==> src/rtl/spike_label_fifo_if.sv <==
// Classifier-result input and show-ahead readout handshake of spike_label_fifo.
interface spike_label_fifo_if #(
    parameter int unsigned LW       = 2,
    parameter int unsigned TS_WIDTH = 16
);
    logic                in_valid;
    logic [LW-1:0]       in_level;
    logic [LW-1:0]       in_path;
    logic                out_valid;
    logic                out_ready;
    logic [TS_WIDTH-1:0] out_timestamp;
    logic [LW-1:0]       out_level;
    logic [LW-1:0]       out_path;

    modport slave (
        input  in_valid, in_level, in_path, out_ready,
        output out_valid, out_timestamp, out_level, out_path
    );

    modport master (
        output in_valid, in_level, in_path, out_ready,
        input  out_valid, out_timestamp, out_level, out_path
    );
endinterface

==> src/rtl/spike_label_fifo.sv <==
// Timestamps classifier results and buffers them in a show-ahead FIFO;
// results arriving while full are dropped and counted, never stalling the source.
module spike_label_fifo #(
    parameter int unsigned FEATURES   = 3,
    parameter int unsigned DEPTH      = 8,
    parameter int unsigned TS_WIDTH   = 16,
    parameter int unsigned DROP_WIDTH = 8
) (
    input  logic                    clk,
    input  logic                    reset,
    input  logic                    tick,
    spike_label_fifo_if.slave       bus,
    output logic [$clog2(DEPTH):0]  count,
    output logic                    full,
    output logic                    empty,
    output logic                    overflow,
    output logic [DROP_WIDTH-1:0]   drop_count,
    input  logic                    clear_overflow
);
    localparam int unsigned LW = $clog2(FEATURES);
    localparam int unsigned AW = $clog2(DEPTH);
    localparam int unsigned CW = AW + 1;
    localparam int unsigned WW = TS_WIDTH + 2 * LW;
    localparam logic [DROP_WIDTH-1:0] DROP_MAX = {DROP_WIDTH{1'b1}};

    logic [TS_WIDTH-1:0] ts;
    logic [AW-1:0]       wr_ptr;
    logic [AW-1:0]       rd_ptr;
    logic [WW-1:0]       mem [DEPTH];
    logic [WW-1:0]       head_word;
    logic [CW-1:0]       count_next;
    logic                pop_c;
    logic                push_c;
    logic                drop_c;

    always_comb begin
        pop_c      = !empty && bus.out_ready;
        push_c     = bus.in_valid && (!full || pop_c);
        drop_c     = bus.in_valid && full && !pop_c;
        count_next = count + CW'(push_c) - CW'(pop_c);
    end

    // Free-running sample counter; captures see the pre-increment value.
    always_ff @(posedge clk or negedge reset) begin
        if (!reset) ts <= '0;
        else if (tick) ts <= ts + TS_WIDTH'(1);
    end

    always_ff @(posedge clk) begin
        if (push_c) mem[wr_ptr] <= {ts, bus.in_level, bus.in_path};
    end

    // Pointers and occupancy flags all move on the same edge.
    always_ff @(posedge clk or negedge reset) begin
        if (!reset) begin
            wr_ptr <= '0;
            rd_ptr <= '0;
            count  <= '0;
            full   <= 1'b0;
            empty  <= 1'b1;
        end else begin
            if (push_c) wr_ptr <= wr_ptr + AW'(1);
            if (pop_c)  rd_ptr <= rd_ptr + AW'(1);
            count <= count_next;
            full  <= (count_next == CW'(DEPTH));
            empty <= (count_next == '0);
        end
    end

    // A drop in the same cycle as a clear wins and restarts the count at 1.
    always_ff @(posedge clk or negedge reset) begin
        if (!reset) begin
            overflow   <= 1'b0;
            drop_count <= '0;
        end else if (drop_c) begin
            overflow <= 1'b1;
            if (clear_overflow)         drop_count <= DROP_WIDTH'(1);
            else if (drop_count != DROP_MAX) drop_count <= drop_count + DROP_WIDTH'(1);
        end else if (clear_overflow) begin
            overflow   <= 1'b0;
            drop_count <= '0;
        end
    end

    // Head data is masked while empty so stale storage never reaches the port.
    assign head_word         = mem[rd_ptr];
    assign bus.out_valid     = !empty;
    assign bus.out_timestamp = empty ? '0 : head_word[WW-1 -: TS_WIDTH];
    assign bus.out_level     = empty ? '0 : head_word[2*LW-1 -: LW];
    assign bus.out_path      = empty ? '0 : head_word[LW-1:0];
endmodule

==> src/flat_wrapper.sv <==
// flat-port wrapper written by rule: the top's interface ports become plain ports
module spike_label_fifo_flat 
#(
    parameter int unsigned FEATURES   = 3,
    parameter int unsigned DEPTH      = 8,
    parameter int unsigned TS_WIDTH   = 16,
    parameter int unsigned DROP_WIDTH = 8
)
  (clk, reset, tick, count, full, empty, overflow, drop_count, clear_overflow, bus_in_valid, bus_in_level, bus_in_path, bus_out_ready, bus_out_valid, bus_out_timestamp, bus_out_level, bus_out_path);
  spike_label_fifo_if #(.TS_WIDTH(TS_WIDTH)) bus_i ();
  input  logic clk;
  input  logic reset;
  input  logic tick;
  output logic [$clog2(DEPTH):0] count;
  output logic full;
  output logic empty;
  output logic overflow;
  output logic [DROP_WIDTH-1:0] drop_count;
  input  logic clear_overflow;
  input wire logic [$bits(bus_i.in_valid)-1:0] bus_in_valid;
  input wire logic [$bits(bus_i.in_level)-1:0] bus_in_level;
  input wire logic [$bits(bus_i.in_path)-1:0] bus_in_path;
  input wire logic [$bits(bus_i.out_ready)-1:0] bus_out_ready;
  output wire logic [$bits(bus_i.out_valid)-1:0] bus_out_valid;
  output wire logic [$bits(bus_i.out_timestamp)-1:0] bus_out_timestamp;
  output wire logic [$bits(bus_i.out_level)-1:0] bus_out_level;
  output wire logic [$bits(bus_i.out_path)-1:0] bus_out_path;
  assign bus_i.in_valid = bus_in_valid;
  assign bus_i.in_level = bus_in_level;
  assign bus_i.in_path = bus_in_path;
  assign bus_i.out_ready = bus_out_ready;
  assign bus_out_valid = bus_i.out_valid;
  assign bus_out_timestamp = bus_i.out_timestamp;
  assign bus_out_level = bus_i.out_level;
  assign bus_out_path = bus_i.out_path;
  spike_label_fifo #(.FEATURES(FEATURES), .DEPTH(DEPTH), .TS_WIDTH(TS_WIDTH), .DROP_WIDTH(DROP_WIDTH)) u_core (.clk(clk), .reset(reset), .tick(tick), .bus(bus_i), .count(count), .full(full), .empty(empty), .overflow(overflow), .drop_count(drop_count), .clear_overflow(clear_overflow));
endmodule
==> config.mk <==
export PLATFORM = sky130hd
export DESIGN_NAME = spike_label_fifo_flat
export DESIGN_NICKNAME = d
export VERILOG_FILES = /design/src/rtl/spike_label_fifo_if.sv /design/src/rtl/spike_label_fifo.sv /design/src/flat_wrapper.sv
export SDC_FILE = /design/constraint.sdc
export NUM_CORES = 1
export LEC_CHECK = 0
export ABC_AREA = 0
export ABC_CLOCK_PERIOD_IN_PS = 7070
export BUFFER_PORTS_ARGS = -buffer_cell sky130_fd_sc_hd__buf_4
export CAP_MARGIN = 25
export CORE_MARGIN = 2
export CORE_UTILIZATION = 55
export CTS_CLUSTER_DIAMETER = 150
export CTS_CLUSTER_SIZE = 8
export DETAILED_ROUTE_END_ITERATION = 8
export HOLD_SLACK_MARGIN = 0.15
export PLACE_DENSITY = 0.73
export SLEW_MARGIN = 20
export SYNTH_ARGS = -nofsm -noshare
export SYNTH_HDL_FRONTEND = slang
export SYNTH_SLANG_ARGS = --single-unit
==> constraint.sdc <==
create_clock -name clk -period 7.07 [get_ports clk]
set_input_delay 0.3535 -clock clk [delete_from_list [all_inputs] [get_ports clk]]
set_output_delay 0.3535 -clock clk [all_outputs]
set_load 0.02 [all_outputs]
==> run summary <==
via/cell ratio: 5.884
worst hold slack: 0.1797 ns
total number of vias: 3960
Clk Tree Root Cell: clkbuf_16
Synth top area share: 61.24%
# H-tree levels: 4
Starting Density: 56.52%
Routed Antenna Nets: 0
Clock Path Buffers: 2
final worst setup slack: 4.121 ns
DP Worst Slack: 4.167 ns
HP Class: in2reg
layout cells sized above 1: 28.60%
Total GRT Usage: 21.35%
Row Count: 43
HP Start: tick
drt pass-1 iters: 4
RR Startpoint: u_core.empty
Iteration-0 DRC Markers: 377
Fin. Hold Viols: 0
CTS Hold Bufs: 4
RePlAce Congestion: 0.7532
period utilization: 41.72%
Worst Setup Start Kind: flop
final net count: 499
Worst Setup End Kind: output port
first-pass GRT wire length: 23230 um
Total Wirelength: 14440 um
Num CTS Buffers: 17
setup TNS: 0 ns
Avg Inst Size Synth: 18.59 um2
net count after synthesis: 441
WP data required: 6.72 ns
Primary FF master, synth: edfxtp_1
sequential fraction of the synthesis area: 73.06%
Slew headroom: 43.95%
met3 wire length: 621 um
FFs w/ async S/R, synth: 18.78%
number of global-route vias before repair: 4217
cts repair resizes: 0
port bufs: 45
Reg clk slew, reported paths: 0.06 ns
total die area: 15240 um2
Highest Clock Rate: 0.3391 GHz
Die X-Extent: 123.4 um
Remaining DRCs: 0
pwr dens: 420.0 nW/um2
crit-path max FO: 39
RSZ-0062 raised after global routing: no
count of pins over their slew limit: 0
fill count: 936
Peak VDD IR: 0.0002677 V
maxcap violations: 0
largest net degree at the start of global routing: 40
post-synth top area cell: edfxtp_1
CP arrival: 2.60 ns
status: completed
Post-CTS Setup Inserts: 0
Unique masters post-synth: 40
Die H: 123.4 um
Layout area overhead: 15.60%
Critical Path Source: u_core.rd_ptr[0]
Final setup viols: 0
Seq cells post-synth: 197
Lkg Pwr: 3.271 nW
Post-synth EDFFs: 160
Worst Skew: 0.009359 ns
CTS sink count: 197
Cell Area, Synth: 7845 um2
Final HPWL DP: 8483 um
largest cells by area after synthesis: edfxtp_1 (61%), dfrtp_1 (11%), mux4_2 (11%)
antenna violations before repair: 0
highest routed layer: met4
DR WL met2: 7248 um
Met1 Routed Length: 6360 um
Cells after Synth: 422
# IOs: 46
core area: 13880 um2
WL/cell: 21.46 um
fin crit period: 2.949 ns
post-layout util: 65.33%
clk_lat worst skew: 0.42 ns
CTS tree: yes
Setup CP Type: reg2out
Diodes inserted: 0
final global-route overflow total: 0
Syn. warnings: 0
Worst-Margin Slew: 0.8362 ns
metrics by stage:
| stage | total power [mW] | cells | area, um2 |
|---|---|---|---|
| floorplan | 2.451 | 422 | 7845 |
| global placement | 2.836 | 636 | 8391 |
| detailed placement | 2.875 | 637 | 8421 |
| CTS | 3.851 | 673 | 9069 |
| global route | 4.010 | 673 | 9069 |
| finish | 3.809 | 673 | 9069 |
critical path, cell delays in order (launching register included):
cell and delay [ns]:
dfrtp_2 0.43, buf_4 0.66, mux4_2 0.62, mux2i_1 0.20, nor2_1 0.08, buf_4 0.19
cell families (layout without fill, tap and decap cells):
family	Yosys count	in the layout	share of synthesized area [%]
flip-flops	197	197	73.06
AND/OR/NAND/NOR	84	84	5.184
multiplexers	62	62	14.32
buffers and inverters	30	101	1.802
XOR/XNOR	22	22	2.456
AO/OA/AOI/OAI	18	18	1.643
adder cells (fa/ha/maj)	9	9	1.531
metal layers:
metal  track usage [%]  vias up
li1                  -     1764
met5                 0        -
met3             4.613       20
met4             7.102        0
met2             34.10      112
met1             29.73     2064
report_power, final:
| part | internal [mW] | total (mW) | switching, mW | leakage (nW) |
|---|---|---|---|---|
| Clock | 0.575 | 0.973 | 0.398 | 0.296 |
| Sequential | 1.51 | 1.66 | 0.153 | 1.93 |
| Combinational | 0.551 | 1.18 | 0.627 | 1.04 |
| Total | 2.63 | 3.81 | 1.18 | 3.27 |
synthesized netlist by cell type, types with 2 or more instances:
master / count
a21oi_1: 5
and3_1: 4
buf_1: 4
buf_2: 5
buf_6: 3
clkbuf_1: 6
dfrtp_1: 36
edfxtp_1: 160
ha_1: 8
inv_1: 12
mux2_2: 2
mux2i_1: 20
mux4_2: 40
nand2_1: 19
nand2b_1: 3
nand3_1: 8
nand4_1: 2
nor2_1: 30
nor3_1: 6
o21ai_0: 2
o311ai_0: 2
o31ai_1: 3
o41ai_1: 2
or4_1: 4
xnor2_1: 15
xor2_1: 7
worst paths after layout:
path / slack (ns) / cells after the start / to
setup reg to reg: 4.18 / 10 / u_core.full
hold / removal: 0.18 / 2 / u_core.ts[0]
setup / recovery: 4.12 / 5 / bus_out_path[1]
max in group asynchronous: 6.28 / 2 / u_core.empty
min in group asynchronous: 0.43 / 2 / u_core.overflow
hold reg to reg: 0.52 / 1 / u_core.wr_ptr[0]
final cells by class:
class                   count  area, um2  area share, %
multi-input cells         195       2012          22.19
well taps                 180      225.2          2.483
flip-flops and latches    197       5733          63.22
inverters                  12      45.04         0.4967
clock inverters            12      151.4          1.669
repair buffers             57      445.4          4.912
clock buffers              20      456.7          5.036
sequential cells by signal, indices dropped and copies added, names as in the netlist:
signal	count
u_core.wr_ptr	3
u_core.full	1
u_core.drop_count	8
u_core.overflow	1
u_core.ts	16
u_core.empty	1
u_core.count	4
u_core.mem	160
u_core.rd_ptr	3
cell usage in the layout, fill, tap and decap left out, drive strengths merged, types with 7 or more instances in the layout:
master / count
nand3: 8
xor2: 7
mux4: 40
inv: 13
buf: 53
xnor2: 15
clkbuf: 20
ha: 8
mux2i: 20
edfxtp: 160
dfrtp: 36
nor2: 30
nand2: 19
Power figures use the tool's default switching activity.
